`src/rtl/store_buffer.sv`:
```
`default_nettype none
// ============================================================================
// Module      : store_buffer
// Description : Posted-write buffer between the core memory stage and the
//               data memory. Queues full-word stores in a circular FIFO,
//               drains them in program order whenever the memory port is not
//               claimed by a load, and forwards the youngest matching pending
//               store to loads.
// Revision    : 1.0 - initial release
// ============================================================================
module store_buffer #(
    parameter int DEPTH = 4,
    parameter int AW    = 32,
    parameter int DW    = 32
) (
    input  logic          clk,
    input  logic          rst_n,
    // core side
    input  logic          i_mem_write,
    input  logic          i_mem_read,
    input  logic          i_fence,
    input  logic [AW-1:0] i_data_adr,
    input  logic [DW-1:0] i_write_data,
    output logic [DW-1:0] o_read_data,
    output logic          o_stall,
    output logic          o_empty,
    // data memory side
    output logic          o_dmem_we,
    output logic [AW-1:0] o_dmem_adr,
    output logic [DW-1:0] o_dmem_wd,
    input  logic [DW-1:0] i_dmem_rd,
    input  logic          i_dmem_ready
);

    localparam int PW = (DEPTH > 1) ? $clog2(DEPTH) : 1;
    localparam int CW = $clog2(DEPTH + 1);
    localparam logic [CW-1:0] c_full_count = CW'(DEPTH);

    // ------------------------------------------------------------------
    // State
    // ------------------------------------------------------------------
    logic [AW-3:0] r_adr  [DEPTH];
    logic [DW-1:0] r_data [DEPTH];
    logic [PW-1:0] r_head;
    logic [PW-1:0] r_tail;
    logic [CW-1:0] r_count;
    logic          r_empty;

    // ------------------------------------------------------------------
    // Control
    // ------------------------------------------------------------------
    logic          w_full;
    logic          w_pending;
    logic          w_push;
    logic          w_drain;
    logic          w_pop;
    logic [CW-1:0] w_count_nxt;
    logic          w_hit;
    logic [DW-1:0] w_fwd_data;

    // Byte-offset bits of the core address never matter for word stores.
    logic w_unused_adr_lsb;
    assign w_unused_adr_lsb = &{1'b0, i_data_adr[1:0]};

    assign w_full    = (r_count == c_full_count);
    assign w_pending = (r_count != '0);

    // A store into a full buffer is refused even if a pop happens on the
    // same edge: the decision uses the pre-edge count only.
    assign w_push  = i_mem_write & ~w_full;

    // Loads own the memory port; draining only uses otherwise idle cycles.
    assign w_drain = ~i_mem_read & w_pending;
    assign w_pop   = w_drain & i_dmem_ready;

    assign w_count_nxt = r_count + CW'(w_push) - CW'(w_pop);

    assign o_stall = (i_mem_write & w_full) | (i_fence & w_pending);
    assign o_empty = r_empty;

    // ------------------------------------------------------------------
    // Memory port mux
    // ------------------------------------------------------------------
    assign o_dmem_we  = w_drain;
    assign o_dmem_adr = i_mem_read ? i_data_adr : {r_adr[r_head], 2'b00};
    assign o_dmem_wd  = r_data[r_head];

    // Forwarding: walk valid entries oldest to youngest so the last hit wins.
    always_comb begin
        logic [PW-1:0] w_idx;
        w_hit      = 1'b0;
        w_fwd_data = '0;
        w_idx      = '0;
        for (int i = 0; i < DEPTH; i++) begin
            w_idx = r_head + PW'(i);
            if ((CW'(i) < r_count) && (r_adr[w_idx] == i_data_adr[AW-1:2])) begin
                w_hit      = 1'b1;
                w_fwd_data = r_data[w_idx];
            end
        end
    end

    assign o_read_data = (i_mem_read & w_hit) ? w_fwd_data : i_dmem_rd;

    // ------------------------------------------------------------------
    // Sequential logic
    // ------------------------------------------------------------------

    // Entry storage: written at the tail on a push, never cleared.
    always_ff @(posedge clk) begin
        if (w_push) begin
            r_adr[r_tail]  <= i_data_adr[AW-1:2];
            r_data[r_tail] <= i_write_data;
        end
    end

    // Pointers, occupancy and empty flag; reset discards all pending stores.
    always_ff @(posedge clk or negedge rst_n) begin
        if (!rst_n) begin
            r_head  <= '0;
            r_tail  <= '0;
            r_count <= '0;
            r_empty <= 1'b1;
        end else begin
            if (w_push) begin
                r_tail <= r_tail + PW'(1);
            end
            if (w_pop) begin
                r_head <= r_head + PW'(1);
            end
            r_count <= w_count_nxt;
            r_empty <= (w_count_nxt == '0);
        end
    end

endmodule
`default_nettype wire
```
`config.mk`:
```
export PLATFORM = sky130hd
export DESIGN_NAME = store_buffer
export DESIGN_NICKNAME = d
export VERILOG_FILES = /design/src/rtl/store_buffer.sv
export SDC_FILE = /design/constraint.sdc
export NUM_CORES = 1
export LEC_CHECK = 0
export CAP_MARGIN = 20
export CELL_PAD_IN_SITES_DETAIL_PLACEMENT = 0
export CELL_PAD_IN_SITES_GLOBAL_PLACEMENT = 1
export CORE_MARGIN = 4
export CORE_UTILIZATION = 50
export DETAILED_ROUTE_END_ITERATION = 12
export PLACE_DENSITY_LB_ADDON = 0.2
export SLEW_MARGIN = 20
export SYNTH_ARGS = -nofsm -noshare
export SYNTH_HDL_FRONTEND = slang
export SYNTH_SLANG_ARGS = --single-unit
```
`constraint.sdc`:
```
create_clock -name clk -period 6.8 [get_ports clk]
set_input_delay 1.36 -clock clk [delete_from_list [all_inputs] [get_ports clk]]
set_output_delay 1.36 -clock clk [all_outputs]
set_load 0.05 [all_outputs]
```
==> flow_summary.toml, run 1 <==
[grt]
antenna_found_initial = 2
grt_pass1_vias = 13000
grtUsageTotal = 0.2530
met1_usage = 0.3394
use_met2 = 0.4372
grt_max_degree = 80
grt_pass1_wl_mm = 77.64
grt.busiest_layer = "met2"
globalRouteOverflowTotal = 0
met3_usage = 0.03248

[routing]
ant_nets = 0
drc = 0
drt_iter0_drc = 970
totalWireLength_mm = 50.89
avgRoutedWirePerCell_um = 23.45
first_pass_iters = 5
num_vias = 13290
viasPerCell = 6.123

[placement]
place.detailed.hpwl_mm = 35.02
gp_congestion = 0.9598
port_buffers = 200

[yosys]
yosysSeqAreaShare = 0.4295
synth-async-reset-ratio = 0.03125
synth_cells = 1545
syn_area_sq_mm = 0.01781
synthTopCellsByArea = "edfxtp_1 (42%), mux2i_1 (14%), mux4_2 (5.2%), mux2_2 (4.9%), xnor2_1 (4.4%)"
syn-num-nets = 1656
synth-edff-count = 248
synth_common_cells = "mux2i_1 (250), edfxtp_1 (248), nand2_1 (109), xnor2_1 (89), mux2_2 (78)"
yosys.area.top_type = "edfxtp_1"
avgSynthCellArea_sq_um = 11.53
synth_flop_cell = "edfxtp_1"
ys_types = 77
ys_ff_latch = 256
yosysWarnings = 0
synth.most_common_cell = "mux2i_1"
synth.top_cell.area_share = 0.4182

[critical_path]
crit_required_ns = 5.44
endpoint = "o_read_data[16]"
cp_cell_sequence = "clkdlybuf4s50_1 -> xnor2_1 -> nor4_1 -> a21oi_1 -> a2111oi_1 -> buf_4 -> nand3_4 -> and3_1 -> o32a_1 -> o31ai_1 -> buf_12"
timing.rr.start = "r_count[0]"
endpoint_kind = "output port"
rr_worst_depth = 4
cp_slowest_cell = "clkdlybuf4s50_1"
r2r-end = "r_data[2][17]"
rrSetupSlack_ns = 4.09
worst-path-max-fanout = 27
worstSetupStartpointType = "input pin"
max_stage_delay_ns = 0.84
cp-startpoint = "i_data_adr[28]"
worstSetupPathType = "in -> out"
arrival_ns = 5.40

[pwr]
vdd_ir_drop_max_mv = 0.2605
total_leakage_power_nw = 7.422
power_density_mw_per_mm2 = 422.1

[layout]
area_growth_pct = 19.62
drive_gt1_frac = 0.1686
final_nets = 1803
regArea_sq_mm = 0.007656
fillers = 2779
post-route-util = 0.6121
multiInputGateArea_sq_mm = 0.009246

[floorplan]
rows = 68
core_sq_mm = 0.03480
die_area_sq_mm = 0.03870
die-width_um = 196.7
start_util = 0.5118
ioPinCount = 201
die_h_um = 196.7

[timing]
fin_setup_tns_ns = 0
fmax_mhz = 147.9
worst_pin_slew_ns = 1.104
fin_crit_ns = 6.762
finalClockSkew_ns = 0.01375
rsz0062_at_grt = "no"
period_share = 0.9943
slew_viol_final = 0
hold_violations = 0
setup_viol = 0
slew_headroom = 0.2640

[clock_network]
h-tree-depth = 1
cts_buffers = 29
clk_pin_slew_ns = 0.06
cts-root-buf = "clkbuf_16"
clk_path_buf_depth = 3
insertion_delay_ns = 0.56
cts_tree = "yes"
clock_sinks = 256

[flow_run]
maxCapViolCount = 0

[worst_hold_path]
hold_class = "reg -> reg"

[status]
run_status = "complete, no violations"
[cell type report]
type,instances,share of cell area
timing repair buffer,260,0.1358
clock inverter,16,0.005228
multi-input combinational,1127,0.4341
antenna,1,0.0001175
sequential,256,0.3594
clock buffer,37,0.03548
inverter,18,0.003172
tap,455,0.02673
[how the worst min path moves through the flow]
stage | end | start | cells past startpoint | slack, ns
6_report | r_tail[1] | r_tail[1] | 2 | 0.64
2_1_floorplan | r_count[0] | r_count[0] | 1 | 0.57
3_3_place_gp | r_tail[1] | r_tail[1] | 2 | 0.60
4_1_cts | r_tail[1] | r_tail[1] | 2 | 0.65
3_5_place_dp | r_tail[1] | r_tail[1] | 2 | 0.64
5_1_grt | r_tail[0] | r_tail[0] | 2 | 0.70
[power by group]
group | internal [mW] | switching (mW) | total, mW
clock network | 0.820 | 0.631 | 1.45
logic | 2.07 | 3.12 | 5.19
registers | 2.10 | 0.251 | 2.35
[flip-flops by register name (all words and copies together), names as in the netlist]
signal	count
r_adr	120
r_data	128
o_empty	1
r_count	3
r_head	2
r_tail	2
[cell families after synthesis]
family | count (synthesis) | synth area share
mux | 377 | 0.2491
simple gates | 352 | 0.09857
buf+inv | 162 | 0.05368
flops | 256 | 0.4295
compound gates | 283 | 0.1102
fa+ha+maj | 9 | 0.006745
xor+xnor | 106 | 0.05213
[metrics by stage]
stage	worst slack [ns]	cell area, sq um	hold WS (ns)	power [mW]	std cells
after CTS	0.1027	21280	0.6461	9.019	2169
after floorplan	0.6427	17810	0.5658	6.152	1545
after global placement	0.1726	20420	0.6050	7.497	2116
final	0.03848	21300	0.6436	8.992	2170
after detailed placement	0.1120	20420	0.6387	7.550	2116
after global routing	0.0004512	21300	0.6994	9.428	2170
[timing repair]
item                       in CTS  in global routing
setup endpoints to repair       0                  5
hold buffers                    0                  0
setup buffers                   0                  0
gates resized for setup         0                  3
[per-layer routing]
layer,routed length [um],share of wire,up-vias
met2,25210,0.50,439
li1,-,-,6200
met3,2790,0.055,78
met5,12,0.00024,-
met1,21520,0.42,6568
met4,1355,0.027,2
[cells in the final DEF, fill, tap and decap left out, types with 42 or more instances in the layout]
master / n
a21oi_1: 73
buf_12: 42
buf_4: 50
clkdlybuf4s50_1: 167
edfxtp_1: 248
mux2_2: 78
mux2i_1: 250
nand2_1: 109
nand3_1: 62
nor2_1: 56
xnor2_1: 89
[worst max-delay path, delay by kind of cell]
family | cells | cell delay, ns
buf+inv | 3 | 1.29
xor+xnor | 1 | 0.26
compound gates | 4 | 1.65
simple gates | 3 | 0.82
Note: power is estimated with default switching activity, not from simulation.
==> inputs of run 2 (changes only) <==
--- a/config.mk
+++ b/config.mk
@@ -8,9 +8,10 @@
 export CAP_MARGIN = 20
 export CELL_PAD_IN_SITES_DETAIL_PLACEMENT = 0
 export CELL_PAD_IN_SITES_GLOBAL_PLACEMENT = 1
-export CORE_MARGIN = 4
+export CORE_MARGIN = 5
 export CORE_UTILIZATION = 50
 export DETAILED_ROUTE_END_ITERATION = 12
+export GPL_TIMING_DRIVEN = 0
 export PLACE_DENSITY_LB_ADDON = 0.2
 export SLEW_MARGIN = 20
 export SYNTH_ARGS = -nofsm -noshare
==> run 2 against run 1 <==
Clock-buffer cell count is 3 lower. Flip-flop and latch count is the same. Register-to-register slack got worse by 1.1 ns. Cell count is 3.6% higher. Clock skew is 0.0049 ns lower. Design area up 0.87%. Global-route usage rose by 8.1 points. Die area increased by 2.0%. Non-clock buffer count is 76 higher. Critical path depth did not move. Hold slack lost 0.016 ns. Power grew 9.1%. Highest routed layer unchanged.
==> flow_summary.toml, run 2 (synthesis results as in run 1) <==
[routing]
avgRoutedWirePerCell_um = 30.13
num_vias = 14570
drt_iter0_drc = 1388
viasPerCell = 6.482
totalWireLength_mm = 67.74
first_pass_iters = 6
ant_nets = 0
drc = 0

[timing]
fin_crit_ns = 6.755
setup_ws_ns = 0.04481
hold_violations = 0
fmax_mhz = 148.0
slew_headroom = 0.2581
setup_viol = 0
rsz0062_at_grt = "no"
worst_pin_slew_ns = 1.113
finalClockSkew_ns = 0.008841
slew_viol_final = 0
period_share = 0.9934

[clock_network]
h-tree-depth = 1
clock_sinks = 256
clk_pin_slew_ns = 0.06
hold_buffers = 0
cts_tree = "yes"
cts-root-buf = "clkbuf_16"
cts_setup_buffers = 0
insertion_delay_ns = 0.56
clk_path_buf_depth = 3
cts_buffers = 29

[critical_path]
worstSetupPathType = "reg -> out"
worst-path-max-fanout = 10
crit_required_ns = 5.44
worstSetupStartpointType = "flop"
arrival_ns = 5.40
rr_worst_depth = 9
rrSetupSlack_ns = 3.00
r2r-end = "r_head[1]"
timing.rr.start = "r_head[0]"
endpoint_kind = "output port"

[worst_hold_path]
holdPathEnd = "r_tail[1]"
min_delay_path_depth = 2
holdCritStartpoint = "r_tail[1]"
hold_class = "reg -> reg"

[layout]
final_cells = 2248
area_growth_pct = 20.66
final_nets = 1879
largest_register = "r_data"
largest_reg_flops = 128
top_regs = "r_data (128), r_adr (120), r_count (3)"
drive_gt1_frac = 0.1830
stdcell_area_sq_mm = 0.02149
n_antenna_cell = 0
final_common_cell = "mux2i_1"
final_cell_mix = "mux2i_1 (250), edfxtp_1 (248), clkdlybuf4s50_1 (160), nand2_1 (109), xnor2_1 (88)"
fillers = 2948

[placement]
pre_cts_ws_ns = -0.9659
place.detailed.hpwl_mm = 49.03
place_inst = 2210
gp_congestion = 0.9778
dpl-instance-area_sq_mm = 0.02050
port_buffers = 200

[grt]
antenna_found_initial = 1
grtUsageTotal = 0.3340
grt_pass1_vias = 14650
met1_usage = 0.4133
met3_usage = 0.04895
grt_pass1_wl_mm = 97.37
use_met2 = 0.5806
grt.busiest_layer = "met2"
globalRouteOverflowTotal = 0
grt_max_degree = 41

[flow_run]
maxCapViolCount = 0

[floorplan]
core_sq_mm = 0.03540
start_util = 0.5031
die_area_sq_mm = 0.03949
ioPinCount = 201
rows = 69
die-width_um = 198.7
die_h_um = 198.7

[pwr]
total_leakage_power_nw = 7.601
power_density_mw_per_mm2 = 456.5
vdd_ir_drop_max_mv = 0.5201

[status]
run_status = "complete, no violations"
[run 2: changes by cell type in the layout (fill, tap and decap cells not counted), moves of 8 or more]
cell / before / now
buf_12: 42 / 2
buf_4: 50 / 18
clkbuf_1: 8 / 37
clkbuf_2: 0 / 28
buf_2: 1 / 27
buf_6: 0 / 23
clkdlybuf4s15_2: 0 / 15
buf_1: 0 / 8
[run 2: cell type report]
class / instances / area (sq um) / share of cell area
multi-input cells: 1127 / 9296 / 0.4327
flip-flops and latches: 256 / 7650 / 0.3560
repair buffers: 204 / 2069 / 0.09631
plain buffers: 132 / 879.6 / 0.04094
clock buffers: 34 / 744.5 / 0.03465
well taps: 461 / 576.8 / 0.02684
clock inverters: 16 / 202.7 / 0.009433
inverters: 18 / 67.56 / 0.003144
[run 2: how the worst max path moves through the flow]
stage,cells after the start,to,slack [ns],start
floorplan,12,o_read_data[1],0.64,i_data_adr[28]
global placement,13,o_read_data[16],-1.00,i_data_adr[28]
detailed placement,13,o_read_data[16],-0.97,i_data_adr[28]
CTS,14,o_read_data[22],0.01,r_head[0]
global route,14,o_read_data[21],0.007,i_data_adr[3]
finish,11,o_dmem_wd[30],0.04,r_head[0]
[run 2: per-stage QoR]
| stage | util | hold slack [ns] | total power, mW | setup TNS, ns |
|---|---|---|---|---|
| global placement | 0.5760 | 0.6147 | 8.097 | -27.35 |
| CTS | 0.6077 | 0.6298 | 9.749 | 0 |
| global route | 0.6070 | 0.6737 | 10.14 | 0 |
| finish | 0.6070 | 0.6273 | 9.809 | 0 |
| detailed placement | 0.5791 | 0.6181 | 8.126 | -26.57 |
| floorplan | - | 0.5658 | 6.152 | 0 |
[run 2: worst max-delay path: stages (launching register included)]
cell             delay, ns
dfrtp_2               0.46
buf_6                 0.24
buf_2                 0.31
buf_2                 0.45
buf_4                 0.30
clkbuf_1              0.40
clkbuf_2              0.51
clkbuf_1              0.45
clkbuf_2              0.43
nor2_1                0.09
a21oi_1               0.28
clkdlybuf4s50_1       0.89
[run 2: where the power goes]
part           total [mW]  switching (mW)  internal, mW
logic                5.96            3.77          2.19
registers            2.26           0.170          2.09
clock network        1.59           0.627         0.961
total                9.81            4.57          5.24
[run 2: layer usage]
layer  share of wire  vias up
met4           0.051        2
met5         0.00016        -
met1            0.38     7233
li1                -     6361
met2            0.49      802
met3           0.079      173
[run 2: repair_timing]
item	4_1_cts	5_1_grt
pin swaps	1	0
setup endpoints to repair	63	46
gates resized for setup	141	52
